File: src/rtl/fill_controller_pkg.sv
// Shared state codes, counter widths and output decode for the bottle fill controller.
package fill_controller_pkg;

    localparam int unsigned STATE_W   = 3;
    localparam int unsigned DB_CNT_W  = 8;
    localparam int unsigned TMO_CNT_W = 16;

    typedef enum logic [STATE_W-1:0] {
        ST_IDLE  = 3'd0,
        ST_MOVE  = 3'd1,
        ST_FILL  = 3'd2,
        ST_EXIT  = 3'd3,
        ST_FAULT = 3'd4
    } fill_state_e;

    typedef struct packed {
        logic conveyor_on;
        logic valve_open;
        logic bottle_done;
        logic fault;
        logic busy;
    } fill_outputs_t;

    // Output image for the state about to be entered; done flags the FILL->EXIT edge.
    function automatic fill_outputs_t decode_outputs(input fill_state_e nxt, input logic done);
        fill_outputs_t o;
        o.conveyor_on = (nxt == ST_MOVE) || (nxt == ST_EXIT);
        o.valve_open  = (nxt == ST_FILL);
        o.bottle_done = done;
        o.fault       = (nxt == ST_FAULT);
        o.busy        = (nxt != ST_IDLE);
        return o;
    endfunction

endpackage

File: src/rtl/sensor_debounce.sv
// Two-flop synchronizer followed by a stable-run counter; clean flips only after
// CYCLES consecutive cycles of disagreement with the synchronized input.
module sensor_debounce
    import fill_controller_pkg::*;
#(
    parameter int unsigned CYCLES = 4
) (
    input  logic clk,
    input  logic reset,
    input  logic raw,
    output logic clean
);

    logic                sync1_q;
    logic                sync2_q;
    logic [DB_CNT_W-1:0] cnt_q;

    always_ff @(posedge clk) begin
        if (reset) begin
            sync1_q <= 1'b0;
            sync2_q <= 1'b0;
            clean   <= 1'b0;
            cnt_q   <= '0;
        end else begin
            sync1_q <= raw;
            sync2_q <= sync1_q;
            if (sync2_q != clean) begin
                if (cnt_q == DB_CNT_W'(CYCLES - 1)) begin
                    clean <= sync2_q;
                    cnt_q <= '0;
                end else begin
                    cnt_q <= cnt_q + DB_CNT_W'(1);
                end
            end else begin
                // Any agreement breaks the run.
                cnt_q <= '0;
            end
        end
    end

endmodule

File: src/rtl/fill_controller.sv
// Bottling line sequencer: conveyor, bottle detect, timed fill, one-cycle done pulse.
// Outputs are registered from the next-state decode so they change with the state.
module fill_controller
    import fill_controller_pkg::*;
#(
    parameter int unsigned DEBOUNCE_CYCLES = 4,
    parameter int unsigned FILL_TIMEOUT    = 200
) (
    input  logic               clk,
    input  logic               reset,
    input  logic               start,
    input  logic               stop,
    input  logic               clear_fault,
    input  logic               bottle_raw,
    input  logic               level_raw,
    output logic               conveyor_on,
    output logic               valve_open,
    output logic               bottle_done,
    output logic               fault,
    output logic               busy,
    output logic [STATE_W-1:0] state
);

    fill_state_e          state_q;
    fill_state_e          state_d;
    logic [TMO_CNT_W-1:0] tmo_q;
    logic [TMO_CNT_W-1:0] tmo_d;
    logic                 stop_pending_q;
    logic                 stop_pending_d;
    fill_outputs_t        out_q;
    fill_outputs_t        out_d;
    logic                 bottle_db;
    logic                 level_db;
    logic                 timeout_hit_c;

    sensor_debounce #(.CYCLES(DEBOUNCE_CYCLES)) u_bottle_db (
        .clk   (clk),
        .reset (reset),
        .raw   (bottle_raw),
        .clean (bottle_db)
    );

    sensor_debounce #(.CYCLES(DEBOUNCE_CYCLES)) u_level_db (
        .clk   (clk),
        .reset (reset),
        .raw   (level_raw),
        .clean (level_db)
    );

    // Counter holds (cycles in FILL - 1), so the fault edge lands FILL_TIMEOUT edges after entry.
    assign timeout_hit_c = (tmo_q == TMO_CNT_W'(FILL_TIMEOUT - 1));

    always_ff @(posedge clk) begin
        if (reset) begin
            state_q        <= ST_IDLE;
            tmo_q          <= '0;
            stop_pending_q <= 1'b0;
            out_q          <= '0;
        end else begin
            state_q        <= state_d;
            tmo_q          <= tmo_d;
            stop_pending_q <= stop_pending_d;
            out_q          <= out_d;
        end
    end

    always_comb begin
        state_d        = state_q;
        tmo_d          = tmo_q;
        stop_pending_d = stop_pending_q;

        case (state_q)
            ST_IDLE: begin
                if (start && !stop) state_d = ST_MOVE;
            end
            ST_MOVE: begin
                if (stop)           state_d = ST_IDLE;
                else if (bottle_db) state_d = ST_FILL;
            end
            ST_FILL: begin
                if (level_db)           state_d = ST_EXIT;
                else if (timeout_hit_c) state_d = ST_FAULT;
            end
            ST_EXIT: begin
                // A stop arriving on the leaving edge still counts.
                if (!bottle_db) state_d = (stop_pending_q || stop) ? ST_IDLE : ST_MOVE;
            end
            ST_FAULT: begin
                if (clear_fault) state_d = ST_IDLE;
            end
            default: state_d = ST_IDLE;
        endcase

        if ((state_q == ST_FILL || state_q == ST_EXIT) && stop) stop_pending_d = 1'b1;
        if (state_d == ST_IDLE)                                 stop_pending_d = 1'b0;

        if (state_d == ST_FILL && state_q != ST_FILL) tmo_d = '0;
        else if (state_q == ST_FILL)                  tmo_d = tmo_q + TMO_CNT_W'(1);

        out_d = decode_outputs(state_d, (state_q == ST_FILL) && (state_d == ST_EXIT));
    end

    assign conveyor_on = out_q.conveyor_on;
    assign valve_open  = out_q.valve_open;
    assign bottle_done = out_q.bottle_done;
    assign fault       = out_q.fault;
    assign busy        = out_q.busy;
    assign state       = STATE_W'(state_q);

endmodule

File: config.mk
export PLATFORM = sky130hd
export DESIGN_NAME = fill_controller
export DESIGN_NICKNAME = d
export VERILOG_FILES = /design/src/rtl/fill_controller_pkg.sv /design/src/rtl/sensor_debounce.sv /design/src/rtl/fill_controller.sv
export SDC_FILE = /design/constraint.sdc
export NUM_CORES = 1
export LEC_CHECK = 0
export BUFFER_PORTS_ARGS = -buffer_cell sky130_fd_sc_hd__buf_2
export CORE_MARGIN = 2
export CORE_UTILIZATION = 50
export CTS_CLUSTER_DIAMETER = 50
export DETAILED_ROUTE_END_ITERATION = 10
export PLACE_DENSITY = 0.78
export SLEW_MARGIN = 40
export SYNTH_ARGS = -nofsm -noshare
export SYNTH_HDL_FRONTEND = slang
export SYNTH_SLANG_ARGS = --single-unit
File: constraint.sdc
create_clock -name clk -period 4.4 [get_ports clk]
set_clock_uncertainty 0.1 [all_clocks]
set_input_delay 0.66 -clock clk [delete_from_list [all_inputs] [get_ports clk]]
set_output_delay 0.66 -clock clk [all_outputs]
set_load 0.03 [all_outputs]
==> metrics.txt, run 1 <==
# TYPE chip_impl_metric gauge
chip_impl_info{name="run_status",value="completed"} 1
chip_impl_info{name="clk_root_buffer_cell",value="sky130_fd_sc_hd__clkbuf_8"} 1
chip_impl_metric{name="worst_slew_pin_tran",unit="ns"} 0.621
chip_impl_metric{name="netlist_instances",unit=""} 214
chip_impl_metric{name="portion_of_total_power_attributed_to_sequential_cells",unit="%"} 55.9
chip_impl_metric{name="clock_power_share",unit="%"} 41.3
chip_impl_metric{name="worst_ir_drop_vdd",unit="mV"} 0.268
chip_impl_metric{name="final-hold-violation-count",unit=""} 0
chip_impl_metric{name="detailroute.via_count",unit=""} 1499
chip_impl_metric{name="routed_wl",unit="mm"} 3.40
chip_impl_info{name="grt_setup_unrepaired",value="false"} 1
chip_impl_metric{name="drt.antenna.violating_nets",unit=""} 0
chip_impl_info{name="criticalPathCategory",value="reg2reg"} 1
chip_impl_metric{name="globalplace.congestion",unit=""} 0.833
chip_impl_metric{name="post-route-drc-count",unit=""} 0
chip_impl_info{name="most_frequent_cells_after_synthesis",value="47 x sky130_fd_sc_hd__dfxtp_1, 36 x sky130_fd_sc_hd__nor2_1, 15 x sky130_fd_sc_hd__xnor2_1, 13 x sky130_fd_sc_hd__nand2_1"} 1
chip_impl_metric{name="number_of_buffers_and_inverters_on_the_critical_path",unit=""} 0
chip_impl_metric{name="cp_data_required_time",unit="ns"} 4.54
chip_impl_metric{name="clk_pin_slew",unit="ns"} 0.09
chip_impl_metric{name="vias_in_the_first_global_route",unit=""} 1463
chip_impl_info{name="critical_path.cell_chain",value="nor3b_2 > nand4_1 > or4_1 > a21oi_1"} 1
chip_impl_metric{name="viasPerCell",unit=""} 5.37
chip_impl_metric{name="fin_setup_tns",unit="ns"} 0
chip_impl_metric{name="global_route_wire_length_before_repair",unit="mm"} 6.02
chip_impl_metric{name="power.share.combinational",unit="%"} 2.8
chip_impl_metric{name="post-cts-setup-buffer-count",unit=""} 0
chip_impl_metric{name="synth-edff-count",unit=""} 0
chip_impl_metric{name="post-place-ws",unit="ns"} 2.12
chip_impl_metric{name="clock_sink_count",unit=""} 47
chip_impl_metric{name="area_growth",unit="%"} 11.1
chip_impl_info{name="yosys_most_used_dff",value="sky130_fd_sc_hd__dfxtp_1"} 1
chip_impl_metric{name="fp.dieArea",unit="µm²"} 4430
chip_impl_metric{name="cts_resized",unit=""} 0
chip_impl_metric{name="firstDrtPassIters",unit=""} 4
chip_impl_metric{name="worst_ep_arrival_time",unit="ns"} 2.39
chip_impl_metric{name="dp.final_hpwl",unit="mm"} 2.43
chip_impl_metric{name="aggregate_global_routing_overflow",unit=""} 0
chip_impl_metric{name="maximum_fanout_along_the_worst_path",unit=""} 13
chip_impl_info{name="timing.hold.worst.class",value="reg2reg"} 1
chip_impl_metric{name="ys_seq_area_share",unit="%"} 48.1
chip_impl_metric{name="floorplan.die.height",unit="µm"} 66.6
chip_impl_metric{name="p_leak",unit="nW"} 0.798
chip_impl_metric{name="grt_antenna_before_repair",unit=""} 0
chip_impl_metric{name="floorplan.die.width",unit="µm"} 66.6
chip_impl_metric{name="filler_cell_count",unit=""} 347
chip_impl_metric{name="cts_max_level",unit=""} 2
chip_impl_metric{name="fin_ws",unit="ns"} 2.15
chip_impl_info{name="tritoncts",value="done"} 1
chip_impl_metric{name="drt_first_iter_violations",unit=""} 60
chip_impl_metric{name="core_area",unit="µm²"} 3720
chip_impl_metric{name="syn-mean-instance-area",unit="µm²"} 9.15
chip_impl_metric{name="net_switching_power",unit="W"} 0.000165
chip_impl_metric{name="cpPeakStageDelay",unit="ns"} 0.54
chip_impl_metric{name="drv_cap",unit=""} 0
chip_impl_metric{name="clock_tree.buffer_depth",unit=""} 2
chip_impl_metric{name="drt-wirelength-per-cell",unit="µm"} 12.2
chip_impl_metric{name="core.rowCount",unit=""} 22
chip_impl_metric{name="power.share.switching",unit="%"} 21.4
chip_impl_info{name="netlist.top_cell.by_area",value="sky130_fd_sc_hd__dfxtp_1"} 1
chip_impl_metric{name="synthArstFlopShare",unit="%"} 0
chip_impl_metric{name="grt_use_total",unit="%"} 17.7
chip_impl_metric{name="final_cycle_share",unit="%"} 51.0
chip_impl_info{name="end_kind",value="flop"} 1
chip_impl_metric{name="post_route_cells_drive_above_1_share",unit="%"} 13.4
chip_impl_metric{name="largest_net_degree_at_the_start_of_global_routing",unit=""} 17
chip_impl_metric{name="drv_slew",unit=""} 0
chip_impl_info{name="ys_top_cells_by_area",value="sky130_fd_sc_hd__dfxtp_1 48%, sky130_fd_sc_hd__nor2_1 6.9%, sky130_fd_sc_hd__xnor2_1 6.7%"} 1
chip_impl_metric{name="synth.yosys.warnings",unit=""} 0
chip_impl_metric{name="syn_nets",unit=""} 224
chip_impl_metric{name="antenna-diode-count",unit=""} 0
chip_impl_metric{name="cts_made_buffers",unit=""} 5
chip_impl_metric{name="start_util",unit="%"} 52.7
chip_impl_metric{name="pwr_density_cell",unit="nW/µm²"} 355
chip_impl_metric{name="max_freq",unit="MHz"} 445
chip_impl_metric{name="synthDominantCellAreaShare",unit="%"} 48.1
chip_impl_info{name="critical-path-top-delay-family",value="simple AND/OR/NAND/NOR gates"} 1
chip_impl_metric{name="ys_ff_latch",unit=""} 47
chip_impl_info{name="crit_path_start_kind",value="flop"} 1
chip_impl_metric{name="timing.slew.headroom",unit="%"} 58.1
chip_impl_metric{name="yosysUniqueCellTypes",unit=""} 40
chip_impl_metric{name="port_buffers",unit=""} 14
chip_impl_metric{name="total_power",unit="W"} 0.000771
chip_impl_metric{name="finalSetupViolations",unit=""} 0
chip_impl_metric{name="synth.cell_area",unit="µm²"} 1960
chip_impl_metric{name="fin_nets",unit=""} 240
chip_impl_metric{name="cts_hold_repair.buffers",unit=""} 0
chip_impl_metric{name="minimum_clock_period",unit="ns"} 2.25
chip_impl_metric{name="clock_latency",unit="ns"} 0.30
chip_impl_metric{name="internal-power",unit="W"} 0.000606
chip_impl_info{name="yosysMostFrequentCell",value="sky130_fd_sc_hd__dfxtp_1"} 1
chip_impl_metric{name="num_io_pins",unit=""} 15
chip_impl_info{name="critPathSlowestCell",value="sky130_fd_sc_hd__dfxtp_1"} 1
-- worst register-to-register path: cells and delay by family, from the launching register on --
family / cells / cell delay (ns)
simple gates: 3 / 1.41
flops: 1 / 0.54
compound gates: 1 / 0.14
-- state kept, by name (all words and copies together) (netlist names), 3 cells and up --
register / flops
u_bottle_db.cnt_q: 8
tmo_q: 16
state: 3
u_level_db.cnt_q: 8
-- through the flow --
step / hold WS [ns] / utilization, % / instances / area, µm²
floorplan: 0.314 / - / 214 / 1960
global placement: 0.324 / 55.3 / 271 / 2050
detailed placement: 0.332 / 55.3 / 271 / 2050
CTS: 0.347 / 58.3 / 279 / 2170
global route: 0.358 / 58.5 / 279 / 2170
finish: 0.347 / 58.5 / 279 / 2170
-- power by group through the flow --
stage / registers [W] / clock network (W) / logic, W
5_1_grt: 0.000432 / 0.000344 / 0.0000235
6_report: 0.000431 / 0.000318 / 0.0000215
3_5_place_dp: 0.000441 / 0 / 0.0000214
3_3_place_gp: 0.000441 / 0 / 0.0000207
4_1_cts: 0.000431 / 0.000326 / 0.0000214
2_1_floorplan: 0.000443 / 0 / 0.0000126
-- routing by layer --
metal,routed length (µm),track usage (%)
met1,1580,20.5
met2,1600,30.0
met3,159,5.57
met4,57,7.65
met5,0,0
-- worst paths after layout --
| path | slack (ns) | start | to | cells after the start |
|---|---|---|---|---|
| worst max register to register | 2.15 | state[1]$_SDFF_PP0_ | tmo_q[15]$_SDFFE_PP0P_ | 4 |
| worst max-delay path | 2.15 | state[1]$_SDFF_PP0_ | tmo_q[15]$_SDFFE_PP0P_ | 4 |
| worst min register to register | 0.35 | u_level_db.sync1_q$_SDFF_PP0_ | u_level_db.sync2_q$_SDFF_PP0_ | 1 |
| worst min-delay path | 0.35 | u_level_db.sync1_q$_SDFF_PP0_ | u_level_db.sync2_q$_SDFF_PP0_ | 1 |
-- final cells by class --
| cell class | count | area, µm² | share of cell area, % |
|---|---|---|---|
| Clock buffer | 5 | 68.8 | 3.16 |
| Clock inverter | 3 | 43.8 | 2.01 |
| Inverter | 4 | 15.0 | 0.690 |
| Multi-Input combinational cell | 158 | 976 | 44.9 |
| Sequential cell | 47 | 941 | 43.3 |
| Tap cell | 48 | 60.1 | 2.76 |
| Timing Repair Buffer | 14 | 70.1 | 3.22 |
-- cells in the final DEF (no fill, tap or decap), types with 5 or more instances in the layout --
cell type                   n
sky130_fd_sc_hd__nor2_1    36
sky130_fd_sc_hd__o21ai_0    6
sky130_fd_sc_hd__nand4_1    6
sky130_fd_sc_hd__xnor2_1   15
sky130_fd_sc_hd__nand3_1    9
sky130_fd_sc_hd__xor2_1     8
sky130_fd_sc_hd__nand2_1   13
sky130_fd_sc_hd__dfxtp_1   47
sky130_fd_sc_hd__and3_1     6
sky130_fd_sc_hd__buf_2     14
sky130_fd_sc_hd__nor3_1     5
sky130_fd_sc_hd__clkbuf_8   5
sky130_fd_sc_hd__a21oi_1    9
sky130_fd_sc_hd__nor4_1     7
-- logic make-up after synthesis --
family,count (synthesis),share of synthesized area (%)
muxes,2,1.02
DFF,47,48.1
AOI/OAI and AO/OA,24,7.54
and+or+nand+nor,106,28.7
buffers and inverters,9,2.49
xor gates and xnor gates,23,10.3
adders and majority gates,3,1.92
Note: power is estimated with default switching activity, not from simulation.
==> run 2, diff against run 1 <==
Settings changed: PLACE_DENSITY 0.78 to 0.81.
Clock period 4.4 ns to 2 ns, I/O delays scaled along.
==> metrics.txt, run 2 (synthesized netlist as in run 1, its figures left out) <==
# TYPE chip_impl_metric gauge
chip_impl_metric{name="whs",unit="ns"} 0.110
chip_impl_metric{name="antenna-diode-count",unit=""} 0
chip_impl_metric{name="place_inst",unit=""} 275
chip_impl_info{name="min_to",value="u_level_db.sync1_q$_SDFF_PP0_"} 1
chip_impl_info{name="largest_registers",value="tmo_q (16), u_bottle_db.cnt_q (8), u_level_db.cnt_q (8)"} 1
chip_impl_metric{name="reg2reg_setup_slack",unit="ns"} 0.15
chip_impl_metric{name="power.share.combinational",unit="%"} 3.1
chip_impl_metric{name="finalSetupViolations",unit=""} 0
chip_impl_metric{name="dp.final_hpwl",unit="mm"} 2.40
chip_impl_metric{name="area_growth",unit="%"} 12.1
chip_impl_metric{name="max_freq",unit="MHz"} 542
chip_impl_metric{name="clk_pin_slew",unit="ns"} 0.08
chip_impl_metric{name="post-cts-setup-buffer-count",unit=""} 0
chip_impl_metric{name="grt_antenna_before_repair",unit=""} 0
chip_impl_metric{name="maximum_fanout_along_the_worst_path",unit=""} 13
chip_impl_metric{name="pwr_density_cell",unit="nW/µm²"} 735
chip_impl_metric{name="post_route_cells_drive_above_1_share",unit="%"} 15.7
chip_impl_metric{name="detailroute.via_count",unit=""} 1478
chip_impl_metric{name="portion_of_total_power_attributed_to_sequential_cells",unit="%"} 58.8
chip_impl_metric{name="grt_use_total",unit="%"} 18.2
chip_impl_metric{name="cts_max_level",unit=""} 2
chip_impl_metric{name="drt.antenna.violating_nets",unit=""} 0
chip_impl_metric{name="internal-power",unit="W"} 0.00128
chip_impl_metric{name="timing.slew.headroom",unit="%"} 67.6
chip_impl_info{name="worst_hold_startpoint",value="level_raw"} 1
chip_impl_metric{name="final-hold-violation-count",unit=""} 0
chip_impl_metric{name="met2RoutedLength",unit="mm"} 1.54
chip_impl_metric{name="largest_register_ffs",unit=""} 16
chip_impl_info{name="run_status",value="completed"} 1
chip_impl_metric{name="vias_in_the_first_global_route",unit=""} 1422
chip_impl_metric{name="cts_resized",unit=""} 0
chip_impl_metric{name="final_cycle_share",unit="%"} 92.3
chip_impl_metric{name="aggregate_global_routing_overflow",unit=""} 0
chip_impl_metric{name="fp.dieArea",unit="µm²"} 4430
chip_impl_info{name="regToRegStartpoint",value="state[1]$_SDFF_PP0_"} 1
chip_impl_metric{name="filler_cell_count",unit=""} 341
chip_impl_metric{name="routed_wl",unit="mm"} 3.43
chip_impl_metric{name="core_area",unit="µm²"} 3720
chip_impl_info{name="top_library_cells_by_usage_in_the_layout_fill_and_taps_aside",value="44 x sky130_fd_sc_hd__dfxtp_1, 36 x sky130_fd_sc_hd__nor2_1, 15 x sky130_fd_sc_hd__xnor2_1, 14 x sky130_fd_sc_hd__buf_2, 13 x sky130_fd_sc_hd__nand2_1"} 1
chip_impl_info{name="clk_root_buffer_cell",value="sky130_fd_sc_hd__clkbuf_8"} 1
chip_impl_metric{name="drv_slew",unit=""} 0
chip_impl_metric{name="power.share.switching",unit="%"} 20.9
chip_impl_metric{name="floorplan.die.width",unit="µm"} 66.6
chip_impl_info{name="grt_setup_unrepaired",value="false"} 1
chip_impl_metric{name="floorplan.die.height",unit="µm"} 66.6
chip_impl_metric{name="min_delay_path_depth",unit=""} 2
chip_impl_metric{name="post-route-drc-count",unit=""} 0
chip_impl_metric{name="timing.reg2reg.worst_path_depth",unit=""} 4
chip_impl_metric{name="clock_latency",unit="ns"} 0.30
chip_impl_metric{name="post_route_insts_no_fill",unit=""} 283
chip_impl_info{name="regMostFlops",value="tmo_q"} 1
chip_impl_metric{name="routedLengthMet1",unit="mm"} 1.69
chip_impl_metric{name="worst_slew_pin_tran",unit="ns"} 0.480
chip_impl_metric{name="core.rowCount",unit=""} 22
chip_impl_metric{name="drv_cap",unit=""} 0
chip_impl_metric{name="final-seq-area",unit="µm²"} 947
chip_impl_info{name="timing.hold.worst.class",value="in2reg"} 1
chip_impl_info{name="criticalPathCategory",value="reg2reg"} 1
chip_impl_metric{name="placedInstanceArea",unit="µm²"} 2090
chip_impl_metric{name="clock_power_share",unit="%"} 38.1
chip_impl_metric{name="worst_ir_drop_vdd",unit="mV"} 0.402
chip_impl_metric{name="viasPerCell",unit=""} 5.22
chip_impl_info{name="tritoncts",value="done"} 1
chip_impl_info{name="crit_path_start_kind",value="flop"} 1
chip_impl_metric{name="cts_made_buffers",unit=""} 5
chip_impl_metric{name="net_switching_power",unit="W"} 0.000337
chip_impl_metric{name="clock_tree.buffer_depth",unit=""} 2
chip_impl_info{name="most_common_library_cell_in_the_layout_ignoring_fill_and_taps",value="sky130_fd_sc_hd__dfxtp_1"} 1
chip_impl_metric{name="cp_data_required_time",unit="ns"} 2.14
chip_impl_metric{name="num_io_pins",unit=""} 15
chip_impl_metric{name="worst_ep_arrival_time",unit="ns"} 1.98
chip_impl_metric{name="port_buffers",unit=""} 14
chip_impl_metric{name="p_leak",unit="nW"} 0.808
chip_impl_metric{name="fin_nets",unit=""} 244
chip_impl_info{name="routed.top_layer",value="met4"} 1
chip_impl_metric{name="largest_net_degree_at_the_start_of_global_routing",unit=""} 17
chip_impl_metric{name="global_route_wire_length_before_repair",unit="mm"} 6.03
chip_impl_metric{name="cts_hold_repair.buffers",unit=""} 0
chip_impl_metric{name="start_util",unit="%"} 52.7
chip_impl_metric{name="fin_setup_tns",unit="ns"} 0
chip_impl_metric{name="routed-wl-met3",unit="µm"} 137
chip_impl_info{name="crit-reg2reg-capture",value="tmo_q[14]$_SDFFE_PP0P_"} 1
chip_impl_metric{name="clock_sink_count",unit=""} 47
chip_impl_metric{name="postLayoutCellArea",unit="µm²"} 2190
chip_impl_metric{name="firstDrtPassIters",unit=""} 4
chip_impl_metric{name="drt-wirelength-per-cell",unit="µm"} 12.1
chip_impl_metric{name="drt_first_iter_violations",unit=""} 103
chip_impl_metric{name="minimum_clock_period",unit="ns"} 1.85
chip_impl_metric{name="globalplace.congestion",unit=""} 0.836
chip_impl_info{name="end_kind",value="flop"} 1
chip_impl_metric{name="multi_input_comb_area",unit="µm²"} 968
==> run 2: cell count changes in the layout (fill, tap and decap cells not counted) <==
| cell | previous run | this run |
|---|---|---|
| sky130_fd_sc_hd__buf_4 | 0 | 4 |
| sky130_fd_sc_hd__bufinv_16 | 1 | 0 |
| sky130_fd_sc_hd__clkbuf_8 | 5 | 7 |
| sky130_fd_sc_hd__clkinv_2 | 1 | 0 |
| sky130_fd_sc_hd__clkinv_4 | 1 | 0 |
| sky130_fd_sc_hd__clkinvlp_4 | 0 | 1 |
| sky130_fd_sc_hd__dfxtp_1 | 47 | 44 |
| sky130_fd_sc_hd__dfxtp_2 | 0 | 2 |
| sky130_fd_sc_hd__dfxtp_4 | 0 | 1 |
| sky130_fd_sc_hd__o41ai_1 | 0 | 1 |
| sky130_fd_sc_hd__o41ai_2 | 1 | 0 |
==> run 2: cell type report <==
type                       count  share of cell area [%]
clock buffer                   7                    4.39
clock inverter                 1                   0.342
inverter                       4                   0.684
multi-input combinational    158                    44.1
sequential                    47                    43.2
tap                           48                    2.74
timing repair buffer          18                    4.56
==> run 2: worst max-delay path by stage <==
stage	from	to	slack, ns	cells past startpoint
final	state[1]$_SDFF_PP0_	tmo_q[14]$_SDFFE_PP0P_	0.15	4
after global routing	state[1]$_SDFF_PP0_	tmo_q[15]$_SDFFE_PP0P_	0.02	4
after CTS	state[1]$_SDFF_PP0_	tmo_q[14]$_SDFFE_PP0P_	0.15	4
after detailed placement	state[1]$_SDFF_PP0_	tmo_q[14]$_SDFFE_PP0P_	0.18	4
after global placement	state[1]$_SDFF_PP0_	tmo_q[14]$_SDFFE_PP0P_	0.24	4
after floorplan	state[0]$_SDFF_PP0_	tmo_q[14]$_SDFFE_PP0P_	0.03	6
==> run 2: metrics by stage <==
| stage | util (%) | setup WS [ns] | total power [W] |
|---|---|---|---|
| after floorplan | - | 0.0277 | 0.00100 |
| after global placement | 56.3 | 0.244 | 0.00102 |
| after CTS | 59.1 | 0.153 | 0.00163 |
| after global routing | 59.1 | 0.0217 | 0.00167 |
| final | 59.1 | 0.154 | 0.00161 |
| after detailed placement | 56.3 | 0.180 | 0.00102 |
==> run 2: worst max-delay path: stages (launching register included) <==
cell                      delay (ns)
sky130_fd_sc_hd__dfxtp_2        0.44
sky130_fd_sc_hd__or3b_1         0.39
sky130_fd_sc_hd__or3_4          0.41
sky130_fd_sc_hd__or3_1          0.32
sky130_fd_sc_hd__a21oi_1        0.12
==> run 2: layer usage <==
layer	vias up	track usage (%)
li1	789	-
met1	654	22.3
met2	29	29.5
met3	6	5.57
met4	0	7.65
met5	-	0
==> run 2: power groups by stage <==
stage           logic, W  registers (W)  clock network [W]
2_1_floorplan  0.0000278       0.000975                  0
3_3_place_gp   0.0000488       0.000970                  0
3_5_place_dp   0.0000497       0.000970                  0
4_1_cts        0.0000504       0.000948           0.000632
5_1_grt        0.0000549       0.000950           0.000667
6_report       0.0000499       0.000948           0.000614
